## config.mk

```make
export PLATFORM = sky130hd
export DESIGN_NAME = cb_arbiter
export DESIGN_NICKNAME = d
export VERILOG_FILES = /design/src/rtl/cb_arbiter.sv
export SDC_FILE = /design/constraint.sdc
export NUM_CORES = 1
export LEC_CHECK = 0
export CAP_MARGIN = 20
export CORE_AREA = 2 2 180 182
export DETAILED_ROUTE_END_ITERATION = 8
export DIE_AREA = 0 0 182 184
export DONT_BUFFER_PORTS = 1
export MAX_ROUTING_LAYER = met4
export PLACE_DENSITY_LB_ADDON = 0.12
export SLEW_MARGIN = 20
export SYNTH_ARGS = -nofsm -noshare
export SYNTH_HDL_FRONTEND = slang
export SYNTH_SLANG_ARGS = --single-unit
```

## constraint.sdc

```tcl
create_clock -name clk -period 2.6 [get_ports clk]
set_input_delay 0.52 -clock clk [delete_from_list [all_inputs] [get_ports clk]]
set_output_delay 0.52 -clock clk [all_outputs]
set_load 0.03 [all_outputs]
```

## src/rtl/cb_arbiter.sv

```systemverilog
// rtl/cb_arbiter.sv - two-master (fetch, LSU) to one-slave core-bus read arbiter with in-order response routing
//
// Purpose:
//   Shares one core-bus port between instruction fetch and the LSU. Read
//   addresses are arbitrated (round-robin or LSU priority) and a grant is
//   held until the slave accepts it. Read responses are steered back to the
//   issuing master using a FIFO of master IDs. Write channels belong to the
//   LSU only and are passed straight through.
//
// Ports:
//   clk, rst          clock, synchronous active-high reset
//   instr_cb_mosi_i   fetch request (read fields only)
//   instr_cb_miso_o   fetch response (write fields tied to 0)
//   lsu_cb_mosi_i     LSU request
//   lsu_cb_miso_o     LSU response
//   cb_mosi_o         request to slave/interconnect
//   cb_miso_i         response from slave/interconnect
//   ot_cnt_o          outstanding reads held in the order FIFO
//   err_o             one-cycle pulse after a read response arrived with nothing outstanding

package cb_pkg;

  typedef struct packed {
    logic [31:0] rd_addr;
    logic [2:0]  rd_size;
    logic        rd_addr_valid;
    logic        rd_ready;
    logic [31:0] wr_addr;
    logic [2:0]  wr_size;
    logic        wr_addr_valid;
    logic [31:0] wr_data;
    logic [3:0]  wr_strobe;
    logic        wr_data_valid;
    logic        wr_resp_ready;
  } s_cb_mosi_t;

  typedef struct packed {
    logic        rd_addr_ready;
    logic        rd_valid;
    logic [31:0] rd_data;
    logic [1:0]  rd_resp;
    logic        wr_addr_ready;
    logic        wr_data_ready;
    logic        wr_resp_valid;
    logic [1:0]  wr_resp;
  } s_cb_miso_t;

endpackage

module cb_arbiter
  import cb_pkg::*;
#(
  parameter int MAX_OT_TXN = 4,
  parameter int ARB_MODE   = 0
) (
  input  logic                        clk,
  input  logic                        rst,
  input  s_cb_mosi_t                  instr_cb_mosi_i,
  output s_cb_miso_t                  instr_cb_miso_o,
  input  s_cb_mosi_t                  lsu_cb_mosi_i,
  output s_cb_miso_t                  lsu_cb_miso_o,
  output s_cb_mosi_t                  cb_mosi_o,
  input  s_cb_miso_t                  cb_miso_i,
  output logic [$clog2(MAX_OT_TXN):0] ot_cnt_o,
  output logic                        err_o
);

  localparam int CW = $clog2(MAX_OT_TXN) + 1;
  // A depth of 1 still needs a 1-bit pointer to index the ID array.
  localparam int PW = (MAX_OT_TXN > 1) ? $clog2(MAX_OT_TXN) : 1;
  localparam logic [CW-1:0] OT_MAX   = CW'(MAX_OT_TXN);
  localparam logic [PW-1:0] PTR_LAST = PW'(MAX_OT_TXN - 1);

  localparam logic [1:0] LK_NONE  = 2'd0;
  localparam logic [1:0] LK_INSTR = 2'd1;
  localparam logic [1:0] LK_LSU   = 2'd2;

  logic [1:0]    lock_ff, lock_nxt;
  logic          last_grant_ff;        // 0 = instr, 1 = LSU
  logic [CW-1:0] ot_cnt_ff;
  logic [PW-1:0] wr_ptr_ff, rd_ptr_ff;
  logic          id_mem [MAX_OT_TXN];  // 0 = instr, 1 = LSU
  logic          err_ff;

  logic instr_req, lsu_req, blocked, grant, win_lsu, addr_acc;
  logic fifo_empty, head_lsu, rsp_ready, push, pop, stray;

  // Fetch never writes; its write fields are intentionally ignored.
  logic unused_instr_fields;
  assign unused_instr_fields = ^instr_cb_mosi_i;

  always_comb begin
    instr_req = instr_cb_mosi_i.rd_addr_valid;
    lsu_req   = lsu_cb_mosi_i.rd_addr_valid;
    // Full is judged on the registered count so a same-cycle pop cannot
    // open a combinational rd_valid -> rd_addr_ready path.
    blocked   = (ot_cnt_ff == OT_MAX);
    win_lsu   = 1'b0;
    grant     = 1'b0;
    case (lock_ff)
      LK_INSTR: begin
        win_lsu = 1'b0;
        grant   = instr_req;
      end
      LK_LSU: begin
        win_lsu = 1'b1;
        grant   = lsu_req;
      end
      default: begin
        if (instr_req && lsu_req) begin
          win_lsu = (ARB_MODE == 1) ? 1'b1 : !last_grant_ff;
        end else begin
          win_lsu = lsu_req;
        end
        grant = instr_req || lsu_req;
      end
    endcase
    if (blocked) grant = 1'b0;
    addr_acc = grant && cb_miso_i.rd_addr_ready;
    push     = addr_acc;

    lock_nxt = lock_ff;
    if (lock_ff == LK_NONE) begin
      if (grant && !cb_miso_i.rd_addr_ready) lock_nxt = win_lsu ? LK_LSU : LK_INSTR;
    end else if (!grant || addr_acc) begin
      // Released on accept, or when the locked master withdraws its request.
      lock_nxt = LK_NONE;
    end

    fifo_empty = (ot_cnt_ff == '0);
    head_lsu   = id_mem[rd_ptr_ff];
    stray      = cb_miso_i.rd_valid && fifo_empty;
    // With nothing outstanding, any beat is drained so the slave cannot stall.
    if (fifo_empty) rsp_ready = cb_miso_i.rd_valid;
    else            rsp_ready = head_lsu ? lsu_cb_mosi_i.rd_ready : instr_cb_mosi_i.rd_ready;
    pop = cb_miso_i.rd_valid && rsp_ready && !fifo_empty;
  end

  always_comb begin
    cb_mosi_o               = lsu_cb_mosi_i;  // write fields pass through
    cb_mosi_o.rd_addr       = grant ? (win_lsu ? lsu_cb_mosi_i.rd_addr : instr_cb_mosi_i.rd_addr) : '0;
    cb_mosi_o.rd_size       = grant ? (win_lsu ? lsu_cb_mosi_i.rd_size : instr_cb_mosi_i.rd_size) : '0;
    cb_mosi_o.rd_addr_valid = grant;
    cb_mosi_o.rd_ready      = rsp_ready;

    instr_cb_miso_o               = '0;
    instr_cb_miso_o.rd_addr_ready = grant && !win_lsu && cb_miso_i.rd_addr_ready;
    instr_cb_miso_o.rd_valid      = cb_miso_i.rd_valid && !fifo_empty && !head_lsu;
    instr_cb_miso_o.rd_data       = (!fifo_empty && !head_lsu) ? cb_miso_i.rd_data : '0;
    instr_cb_miso_o.rd_resp       = (!fifo_empty && !head_lsu) ? cb_miso_i.rd_resp : '0;

    lsu_cb_miso_o               = '0;
    lsu_cb_miso_o.rd_addr_ready = grant && win_lsu && cb_miso_i.rd_addr_ready;
    lsu_cb_miso_o.rd_valid      = cb_miso_i.rd_valid && !fifo_empty && head_lsu;
    lsu_cb_miso_o.rd_data       = (!fifo_empty && head_lsu) ? cb_miso_i.rd_data : '0;
    lsu_cb_miso_o.rd_resp       = (!fifo_empty && head_lsu) ? cb_miso_i.rd_resp : '0;
    lsu_cb_miso_o.wr_addr_ready = cb_miso_i.wr_addr_ready;
    lsu_cb_miso_o.wr_data_ready = cb_miso_i.wr_data_ready;
    lsu_cb_miso_o.wr_resp_valid = cb_miso_i.wr_resp_valid;
    lsu_cb_miso_o.wr_resp       = cb_miso_i.wr_resp;
  end

  always_ff @(posedge clk) begin
    if (rst) begin
      lock_ff       <= LK_NONE;
      last_grant_ff <= 1'b0;
      ot_cnt_ff     <= '0;
      wr_ptr_ff     <= '0;
      rd_ptr_ff     <= '0;
      err_ff        <= 1'b0;
    end else begin
      lock_ff   <= lock_nxt;
      err_ff    <= stray;
      ot_cnt_ff <= ot_cnt_ff + CW'(push) - CW'(pop);
      if (push) begin
        last_grant_ff <= win_lsu;
        wr_ptr_ff     <= (wr_ptr_ff == PTR_LAST) ? '0 : wr_ptr_ff + PW'(1);
      end
      if (pop) begin
        rd_ptr_ff <= (rd_ptr_ff == PTR_LAST) ? '0 : rd_ptr_ff + PW'(1);
      end
    end
  end

  // ID storage needs no reset: entries are only read while the count says they are valid.
  always_ff @(posedge clk) begin
    if (push) id_mem[wr_ptr_ff] <= win_lsu;
  end

  assign ot_cnt_o = ot_cnt_ff;
  assign err_o    = err_ff;

endmodule

```

==> metrics.sh, run 1 <==
CTS.REPORTEDPATHS.CLKPINSLEW_NS=0.05
P_TOTAL_W=0.005453
SYNTH_WARNINGS=0
CP_DATA_ARRIVAL_TIME_NS=2.24
SETUP_VIOL=36
SETUP_WS_NS=-0.1560
TNS_NS=-4.048
SYNTH.YOSYS.SEQ_AREA_SHARE=0.1504
FIRST_PASS_GRT_WIRE_LENGTH_MM=14.13
DRTITER0DRC=91
NUMBER_OF_FLIP_FLOPS_AND_LATCHES_IN_THE_SYNTHESIZED_NETLIST=17
DIE_X_UM=182
POST-SYNTH-TOP-AREA-CELL='sky130_fd_sc_hd__buf_4'
FP.COREAREA_SQ_UM=31390
WIRE_PER_INST_UM=13.45
SYNTH-ASYNC-RESET-RATIO=0
SYNTH.AREA.TOP_CELLS='sky130_fd_sc_hd__buf_4 28%, sky130_fd_sc_hd__a22o_1 12%, sky130_fd_sc_hd__dfxtp_1 10%, sky130_fd_sc_hd__and2_1 10%, sky130_fd_sc_hd__and3_1 8.9%'
CLK_LATENCY_NS=0.25
WORSTHOLDPATHCELLS=1
LEAKAGEPOWER_nW=1.829
HOLDCRITSTARTPOINT='rst'
CLOCK_TREE_FROM_TRITONCTS='done'
GRT_SETUP_UNREPAIRED='yes'
HP-CLASS='in2reg'
VIAS_IN_THE_FIRST_GLOBAL_ROUTE=2491
ROUTE.VIAS.TOTAL=2519
CTS-BUFFERS-INSERTED=3
P_PER_AREA_nW_PER_UM2=1356
AREA.GROWTH.SYNTH_TO_FINAL_PCT=59.08
RR_STARTPOINT='lock_ff[0]'
WL_MM=10.44
SYN_INST=315
SYNTH.LIB_CELLS_USED.DISTINCT=42
RESULT_OF_THE_RUN='finished, violations left'
HTREE_NUM_LEVELS=1
MIN_PERIOD_NS=2.756
SYNTH-EDFF-COUNT=4
DRT_DRC_VIOLATIONS_LEFT=0
SYN-MEAN-INSTANCE-AREA_SQ_UM=8.028
MAX_CAP_VIOLATIONS=0
PORTBUFFERS=0
SETUP.WORST_PATH.START_CLASS='flip-flop'
IO-PIN-COUNT=462
ANTENNA_VIOLATING_NETS_POST_ROUTE=0
FINAL_LAYOUT_SIZE_SUFFIX_GT1_FRAC=0.4853
PIN_COUNT_OF_THE_BIGGEST_NET_ENTERING_GLOBAL_ROUTING=39
TIMING.CRITICAL_PATH.TO_TYPE='output pin'
DIEHEIGHT_UM=184
ROOT_BUFFER='sky130_fd_sc_hd__clkbuf_16'
SYNTH_TOP_AREA_SHARE=0.2761
SYNTH.MOST_COMMON_CELL='sky130_fd_sc_hd__buf_4'
TRITONCTS_NUM_SINKS=17
MAX-CLOCK-PATH-BUFFERS=2
ROUTABILITY_CONGESTION_ESTIMATE_FROM_GLOBAL_PLACEMENT=0.6741
FLOORPLAN.INITIALDENSITY=0.08055
SETUP.REG_TO_REG.WORST_SLACK_NS=-0.10
DIEAREA_SQ_UM=33490
STANDARD_CELL_ROW_COUNT=65
TIMING.CRITICAL_PATH.REQUIRED_NS=2.08
HOLD-PATH-ENDPOINT='last_grant_ff'
YOSYS-TOP-CELLS-COUNT='93 x sky130_fd_sc_hd__buf_4, 41 x sky130_fd_sc_hd__and2_1, 36 x sky130_fd_sc_hd__and3_1, 35 x sky130_fd_sc_hd__a22o_1, 13 x sky130_fd_sc_hd__dfxtp_1'
DPL.HPWL_MM=7.263
MAPPEDNETLISTAREA_SQ_UM=2529
GR-USAGE-ALL-LAYERS=0.05630
CLOCK.FMAX_GHz=0.3628
TIMING_MAX_TRANSITION_VIOLATIONS_FINAL=0
DR.PASS1.ITERS=4
MOST_USED_FLIP_FLOP_CELL_AFTER_SYNTHESIS='sky130_fd_sc_hd__dfxtp_1'
R2R-END='ot_cnt_o[2]'
SKEW_NS=0.002422
FINAL_HOLD_VIOL_COUNT=0
FINAL.PERIOD_UTILIZATION=1.060
TIMING.CRITICAL_PATH.FANOUT_MAX=8
VDD_IR_DROP_MAX_mV=0.4335
GLOBALROUTEOVERFLOWTOTAL=0
FINAL_NETS=649
TIMING_WORST_SETUP_PATH_TYPE='reg2out'
POST_DRT_VIA_CELL_RATIO=3.246
ANTENNA_FOUND_INITIAL=0
WORST_SETUP_PATH_STARTPOINT='lock_ff[0]'
FAILED_CHECKS='negative setup slack'
WORST-R2R-CELL-COUNT=14
-- routing by layer --
layer	vias to the layer above	routed length (um)	track usage
met5	-	0	-
met4	0	240	0.02387
met3	36	1084	0.01347
met2	195	5041	0.09603
met1	1162	4073	0.06305
li1	1126	-	-
-- final cells by class --
class                           count  area, sq um
Fill cell                        3602        27370
Timing Repair Buffer              156         1574
Multi-Input combinational cell    187         1444
Tap cell                          402        503.0
Sequential cell                    17        382.9
Clock buffer                        3        75.07
Inverter                            9        36.28
Clock inverter                      1        5.005
Antenna cell                        1        2.502
-- worst max-delay path, stage by stage (launching register included) --
cell	delay, ns
sky130_fd_sc_hd__dfxtp_2	0.35
sky130_fd_sc_hd__inv_4	0.05
sky130_fd_sc_hd__ha_4	0.23
sky130_fd_sc_hd__buf_4	0.14
sky130_fd_sc_hd__nand2_2	0.07
sky130_fd_sc_hd__o31ai_4	0.07
sky130_fd_sc_hd__buf_6	0.12
sky130_fd_sc_hd__and3_4	0.18
sky130_fd_sc_hd__buf_12	0.12
sky130_fd_sc_hd__buf_8	0.13
sky130_fd_sc_hd__buf_16	0.14
sky130_fd_sc_hd__a22o_4	0.23
sky130_fd_sc_hd__buf_12	0.13
-- power breakdown --
part / total, W / switching, W / internal, W
sequential: 0.000377 / 0.0000405 / 0.000337
combinational: 0.00476 / 0.00265 / 0.00211
clock: 0.000315 / 0.000109 / 0.000206
total: 0.00545 / 0.00280 / 0.00265
-- metrics by stage --
| stage | hold slack, ns | instances | setup WS, ns | utilization | cell area (sq um) |
|---|---|---|---|---|---|
| after floorplan | 0.4437 | 319 | 0.01558 | - | 2557 |
| after global placement | 0.4527 | 751 | -0.4652 | 0.1068 | 3353 |
| after detailed placement | 0.4680 | 752 | -0.1120 | 0.1073 | 3368 |
| after CTS | 0.3289 | 773 | -0.1545 | 0.1265 | 3970 |
| after global routing | 0.3285 | 775 | -0.2254 | 0.1281 | 4020 |
| final | 0.3325 | 776 | -0.1560 | 0.1281 | 4023 |
-- layout by cell type (no fill, tap or decap), drive strengths merged, types with 2 or more instances in the layout --
cell	Yosys	final
a311o	2	2
and2b	2	2
nor3	5	5
conb	1	5
buf	98	154
inv	8	8
clkinv	1	2
xor2	2	2
a22o	35	35
nor2b	2	2
edfxtp	4	4
dfxtp	13	13
mux2i	4	4
nor2	12	12
o31ai	4	4
o311ai	3	3
nand2b	2	2
nand2	4	4
a21oi	4	4
clkbuf	8	5
nand4	5	5
ha	9	9
and3	36	36
and2	41	41
-- worst max path at each step --
stage                                to  cells after the start
after global routing      cb_mosi_o[86]                     12
final                     cb_mosi_o[86]                     12
after detailed placement    ot_cnt_o[2]                     13
after global placement    cb_mosi_o[86]                      7
after CTS                 cb_mosi_o[86]                     12
after floorplan             ot_cnt_o[2]                     12
-- cell families (layout without fill, tap and decap cells) --
kind of cell / Yosys count / in the layout / share of synthesized area
other: 1 / 6 / 0.001483
adders and majority gates: 10 / 10 / 0.05245
buffers and inverters: 115 / 169 / 0.3112
xor gates and xnor gates: 3 / 3 / 0.01039
muxes: 5 / 5 / 0.02622
and+or+nand+nor: 113 / 113 / 0.2716
AOI/OAI and AO/OA: 51 / 51 / 0.1762
DFF: 17 / 17 / 0.1504
-- what timing repair did --
| action | in CTS | in global routing |
|---|---|---|
| pin swaps | 21 | 19 |
| hold buffers | 0 | 0 |
| endpoints found under the setup margin | 62 | 69 |
| setup buffers | 11 | 3 |
| cloned | 6 | 2 |
| gates resized for setup | 64 | 14 |
No activity file was read; power rests on OpenSTA's default activity.
==> run 2: changes to the inputs <==
--- a/config.mk
+++ b/config.mk
@@ -6,9 +6,11 @@
 export NUM_CORES = 1
 export LEC_CHECK = 0
 export CAP_MARGIN = 20
-export CORE_AREA = 2 2 180 182
+export CELL_PAD_IN_SITES_DETAIL_PLACEMENT = 1
+export CELL_PAD_IN_SITES_GLOBAL_PLACEMENT = 1
+export CORE_AREA = 2 2 181 183
 export DETAILED_ROUTE_END_ITERATION = 8
-export DIE_AREA = 0 0 182 184
+export DIE_AREA = 0 0 183 185
 export DONT_BUFFER_PORTS = 1
 export MAX_ROUTING_LAYER = met4
 export PLACE_DENSITY_LB_ADDON = 0.12
==> run 2 against run 1 <==
Sequential share of layout area increased by 0.16 points; fmax decreased by 1.6%; utilization decreased by 0.46 points; largest power group unchanged; largest cell class unchanged; sequential power increased by 4%; the run still ends with negative setup slack left; worst hold slack got worse by 0.0032 ns; final area decreased by 1.6%.
==> metrics.sh, run 2 (synthesized netlist as in run 1, its figures left out) <==
RESULT_OF_THE_RUN='finished, violations left'
FAILED_CHECKS='negative setup slack'
ROUTE.VIAS.TOTAL=2475
TIMING.CRITICAL_PATH.FANOUT_MAX=4
LAYOUT.CELLS.MOST_COMMON_LIST='100 x sky130_fd_sc_hd__buf_4, 42 x sky130_fd_sc_hd__buf_6, 40 x sky130_fd_sc_hd__and2_1'
VDD_IR_DROP_MAX_mV=0.4103
HTREE_NUM_LEVELS=1
USE_MET3=0.02025
CP_DATA_ARRIVAL_TIME_NS=2.28
CTS.REPORTEDPATHS.CLKPINSLEW_NS=0.06
SETUP.WORST_PATH.START_CLASS='flip-flop'
TIMING_WORST_SETUP_PATH_TYPE='reg2out'
AREA.GROWTH.SYNTH_TO_FINAL_PCT=56.51
RR_STARTPOINT='lock_ff[0]'
CTS-BUFFERS-INSERTED=3
GRT.MET2_USAGE=0.1035
TIMING_MAX_TRANSITION_VIOLATIONS_FINAL=0
MIN_PERIOD_NS=2.802
FINAL_NETS=647
MAX_CAP_VIOLATIONS=0
STANDARD_CELL_ROW_COUNT=66
TRITONCTS_NUM_SINKS=17
CLOCK_TREE_FROM_TRITONCTS='done'
FIRST_PASS_GRT_WIRE_LENGTH_MM=14.16
PORTBUFFERS=0
DR.PASS1.ITERS=3
FINAL_HOLD_VIOL_COUNT=0
WL_MM=10.71
PIN_COUNT_OF_THE_BIGGEST_NET_ENTERING_GLOBAL_ROUTING=39
GRT_SETUP_UNREPAIRED='yes'
FINAL_AREA_SQ_UM=3958
GR-USAGE-ALL-LAYERS=0.05595
GLOBALROUTEOVERFLOWTOTAL=0
DRTITER0DRC=57
HP-CLASS='in2reg'
TIMING.CRITICAL_PATH.REQUIRED_NS=2.08
P_PER_AREA_nW_PER_UM2=1356
VIAS_IN_THE_FIRST_GLOBAL_ROUTE=2495
LEAKAGEPOWER_nW=1.810
DIEAREA_SQ_UM=33860
FINAL_LAYOUT_SIZE_SUFFIX_GT1_FRAC=0.4879
SKEW_NS=0.001947
ROUTABILITY_CONGESTION_ESTIMATE_FROM_GLOBAL_PLACEMENT=0.6841
CLK_LATENCY_NS=0.25
FINAL.PERIOD_UTILIZATION=1.078
COMMONEST_NON_FILL_NON_TAP_CELL_IN_THE_LAYOUT='sky130_fd_sc_hd__buf_4'
ANTENNA_VIOLATING_NETS_POST_ROUTE=0
CTS_HOLD_BUFFERS=0
DRT_DRC_VIOLATIONS_LEFT=0
FIN_HOLD_WS_NS=0.3293
HOLDCRITSTARTPOINT='rst'
WIRE_PER_INST_UM=13.75
PLACED_AREA_SQ_UM=3348
DPL.HPWL_MM=8.114
DIEHEIGHT_UM=185
MAX-CLOCK-PATH-BUFFERS=2
ANTENNA_FOUND_INITIAL=0
POST_DRT_VIA_CELL_RATIO=3.177
DIE_X_UM=183
IO-PIN-COUNT=462
SETUP_WS_NS=-0.2021
TOP_USAGE_LAYER='met2'
FLOORPLAN.INITIALDENSITY=0.07892
SETUP_VIOL=35
ANTENNA_CELLS_INSERTED=0
FP.COREAREA_SQ_UM=32040
CLOCK.FMAX_GHz=0.3569
WORST_SETUP_PATH_STARTPOINT='lock_ff[0]'
ROOT_BUFFER='sky130_fd_sc_hd__clkbuf_16'
TIMING.CRITICAL_PATH.TO_TYPE='output pin'
GRTUSAGEMET1=0.05295
## run 2: path summary, 6_finish.rpt
check,to,slack [ns],cells past startpoint
setup / recovery,cb_mosi_o[78],-0.20,11
hold / removal,last_grant_ff,0.33,1
setup reg to reg,ot_cnt_o[2],0.05,14
hold reg to reg,last_grant_ff,0.48,2
## run 2: where the power goes
group / leakage, nW / switching [W] / internal, W / total, W
Clock: 0.0409 / 0.000123 / 0.000207 / 0.000329
Combinational: 1.63 / 0.00257 / 0.00207 / 0.00464
Sequential: 0.144 / 0.0000562 / 0.000336 / 0.000393
## run 2: through the flow
step	instances	setup WS, ns	setup TNS, ns	util	power, W
2_1_floorplan	319	0.01558	0	-	0.003175
3_3_place_gp	752	0.03191	0	0.1045	0.004364
3_5_place_dp	752	0.02461	0	0.1045	0.004357
4_1_cts	765	-0.1994	-4.460	0.1174	0.005196
5_1_grt	779	-0.2974	-8.388	0.1235	0.005706
6_report	779	-0.2021	-4.561	0.1235	0.005366
## run 2: cell type report
type	instances	area, sq um
Clock buffer	3	75.07
Clock inverter	1	5.005
Fill cell	3795	28080
Inverter	9	33.78
Multi-Input combinational cell	187	1444
Sequential cell	17	382.9
Tap cell	408	510.5
Timing Repair Buffer	154	1506
## run 2: critical path, cell delays in order (launching register included)
cell,delay [ns]
sky130_fd_sc_hd__dfxtp_2,0.32
sky130_fd_sc_hd__inv_2,0.08
sky130_fd_sc_hd__buf_6,0.10
sky130_fd_sc_hd__ha_4,0.11
sky130_fd_sc_hd__and2b_2,0.22
sky130_fd_sc_hd__o22a_2,0.24
sky130_fd_sc_hd__buf_6,0.12
sky130_fd_sc_hd__nor3_4,0.12
sky130_fd_sc_hd__buf_6,0.15
sky130_fd_sc_hd__bufbuf_16,0.25
sky130_fd_sc_hd__a22o_1,0.16
sky130_fd_sc_hd__buf_6,0.14
## run 2: metal layers
| layer | vias to the layer above | wire [um] |
|---|---|---|
| li1 | 1121 | - |
| met1 | 1136 | 3665 |
| met2 | 206 | 5525 |
| met3 | 12 | 1340 |
| met4 | 0 | 182 |
| met5 | - | 0 |
## run 2: repair_timing
action,in CTS,in global routing
setup endpoints to repair,72,69
gates cloned,3,3
buffers inserted,6,11
hold endpoints to repair,0,0
resized for setup,54,8
pin swaps,20,7
==> run 3: changes to the inputs <==
--- a/config.mk
+++ b/config.mk
@@ -12,8 +12,10 @@
 export DETAILED_ROUTE_END_ITERATION = 8
 export DIE_AREA = 0 0 183 185
 export DONT_BUFFER_PORTS = 1
+export HOLD_SLACK_MARGIN = 0.12
 export MAX_ROUTING_LAYER = met4
 export PLACE_DENSITY_LB_ADDON = 0.12
+export RECOVER_POWER = 100
 export SLEW_MARGIN = 20
 export SYNTH_ARGS = -nofsm -noshare
 export SYNTH_HDL_FRONTEND = slang
==> run 3 against run 2 <==
The flow still finishes with violations (negative setup slack); critical path depth is 1 higher; die area stayed put; non-clock buffer count stayed put; fmax is 0.17% higher; clock power hardly changed; sequential cell count stayed put; routed wire length is 0.11% higher; power is 2.2% lower; clock skew hardly changed; utilization is 0.27 points lower; first-iteration DRC count is 3.5% higher; register-to-register slack worse by 0.13 ns.
==> metrics.sh, run 3 (synthesized netlist as in run 1, its figures left out) <==
CLOCK_TREE_FROM_TRITONCTS='done'
WORSTPATHCELLLIST='inv_2 > buf_6 > ha_4 > and2b_2 > o22a_2 > buf_6 > nor3_4 > buf_6 > buf_4 > buf_12 > a22o_1 > buf_6'
TIMING.CRITICAL_PATH.TO_TYPE='output pin'
DIEAREA_SQ_UM=33860
PORTBUFFERS=0
LAYOUT.CELLS.MOST_COMMON_LIST='81 x sky130_fd_sc_hd__buf_4, 42 x sky130_fd_sc_hd__buf_6, 37 x sky130_fd_sc_hd__and2_1'
STANDARD_CELL_ROW_COUNT=66
DIE_X_UM=183
FP.COREAREA_SQ_UM=32040
SETUP.WORST_PATH.START_CLASS='flip-flop'
CTS.REPORTEDPATHS.CLKPINSLEW_NS=0.06
GR-USAGE-ALL-LAYERS=0.05595
P_PER_AREA_nW_PER_UM2=1355
ANTENNA_VIOLATING_NETS_POST_ROUTE=0
CTS_HOLD_BUFFERS=0
TIMING_WORST_SETUP_PATH_TYPE='reg2out'
RESULT_OF_THE_RUN='finished, violations left'
CRIT_FAMILY='buffers and inverters'
DR.PASS1.ITERS=2
SETUP_VIOL=37
MAX_CAP_VIOLATIONS=0
COMMONEST_NON_FILL_NON_TAP_CELL_IN_THE_LAYOUT='sky130_fd_sc_hd__buf_4'
VDD_IR_DROP_MAX_mV=0.4042
GRT_SETUP_UNREPAIRED='yes'
CLK_LATENCY_NS=0.25
SETUP_WS_NS=-0.1973
TIGHTESTPINTRANSITION_NS=0.6775
LEAKAGEPOWER_nW=1.771
TNS_NS=-4.748
CP_SLOWEST_CELL='sky130_fd_sc_hd__dfxtp_2'
ROUTE.VIAS.TOTAL=2477
RELSLEWSLACK=0.5483
TIMING_MAX_TRANSITION_VIOLATIONS_FINAL=0
GLOBALROUTEOVERFLOWTOTAL=0
ANTENNA_FOUND_INITIAL=0
DIEHEIGHT_UM=185
SKEW_NS=0.001944
FINAL_NETS=647
CLOCK.FMAX_GHz=0.3575
MIN_PERIOD_NS=2.797
ROOT_BUFFER='sky130_fd_sc_hd__clkbuf_16'
FINAL_LAYOUT_SIZE_SUFFIX_GT1_FRAC=0.4663
HTREE_NUM_LEVELS=1
CRIT_TOP_CELL='sky130_fd_sc_hd__buf_6'
ANTENNA_CELLS_INSERTED=0
HP-CLASS='in2reg'
MAX-CLOCK-PATH-BUFFERS=2
FINAL_AREA_SQ_UM=3872
WIRE_PER_INST_UM=13.77
CRIT_PATH_MAX_INCR_DELAY_NS=0.32
ROUTABILITY_CONGESTION_ESTIMATE_FROM_GLOBAL_PLACEMENT=0.6841
IO-PIN-COUNT=462
FINAL_HOLD_VIOL_COUNT=0
VIAS_IN_THE_FIRST_GLOBAL_ROUTE=2495
POST_LAYOUT_UTILIZATION_OF_THE_CORE=0.1209
AREA.GROWTH.SYNTH_TO_FINAL_PCT=53.14
CP_NUM_BUF_INV=7
CP_DATA_ARRIVAL_TIME_NS=2.28
TIMING.CRITICAL_PATH.REQUIRED_NS=2.08
DRTITER0DRC=59
WL_MM=10.73
PIN_COUNT_OF_THE_BIGGEST_NET_ENTERING_GLOBAL_ROUTING=39
FIRST_PASS_GRT_WIRE_LENGTH_MM=14.16
TIMING.CRITICAL_PATH.FANOUT_MAX=5
DRT_DRC_VIOLATIONS_LEFT=0
POST_DRT_VIA_CELL_RATIO=3.180
PLACED_AREA_SQ_UM=3348
FLOORPLAN.INITIALDENSITY=0.07892
FAILED_CHECKS='negative setup slack'
CTS-BUFFERS-INSERTED=3
TRITONCTS_NUM_SINKS=17
DPL.HPWL_MM=8.114
FINAL.PERIOD_UTILIZATION=1.076
FIN_HOLD_WS_NS=0.3293
run 3: worst paths after layout:
kind,from,endpoint,slack [ns],cells past startpoint
min reg2reg,last_grant_ff,last_grant_ff,0.48,2
min,rst,last_grant_ff,0.33,1
max reg2reg,lock_ff[0],ot_cnt_o[2],-0.08,14
max,lock_ff[0],cb_mosi_o[100],-0.20,12
run 3: layout make-up:
class / count / area (sq um)
clock buffers: 3 / 75.07
clock inverters: 1 / 5.005
fillers: 3806 / 28170
inverters: 9 / 33.78
multi-input cells: 187 / 1429
flip-flops and latches: 17 / 382.9
well taps: 408 / 510.5
repair buffers: 154 / 1436
run 3: repair_timing:
action / 4_1_cts / 5_1_grt
resized for setup: 54 / 8
buffers inserted: 6 / 11
gates cloned: 3 / 3
setup endpoints to repair: 72 / 69
pin swaps: 20 / 7
run 3: routing by layer:
| metal | vias to the layer above | share of wire | wire length, um | track usage |
|---|---|---|---|---|
| met1 | 1138 | 0.34 | 3675 | 0.05295 |
| met3 | 12 | 0.13 | 1348 | 0.02025 |
| met4 | 0 | 0.017 | 182 | 0.02176 |
| li1 | 1119 | - | - | - |
| met2 | 208 | 0.51 | 5519 | 0.1035 |
| met5 | - | 0 | 0 | - |
run 3: stage by stage:
| step | total power (W) | setup slack (ns) | instances |
|---|---|---|---|
| floorplan | 0.003175 | 0.01558 | 319 |
| CTS | 0.005196 | -0.1994 | 765 |
| global placement | 0.004364 | 0.03191 | 752 |
| global route | 0.005583 | -0.2974 | 779 |
| finish | 0.005247 | -0.1973 | 779 |
| detailed placement | 0.004357 | 0.02461 | 752 |
run 3: power by group:
group,switching [W],leakage (nW),internal [W]
combinational,0.00256,1.59,0.00196
sequential,0.0000564,0.144,0.000336
clock,0.000123,0.0409,0.000207
total,0.00274,1.77,0.00251
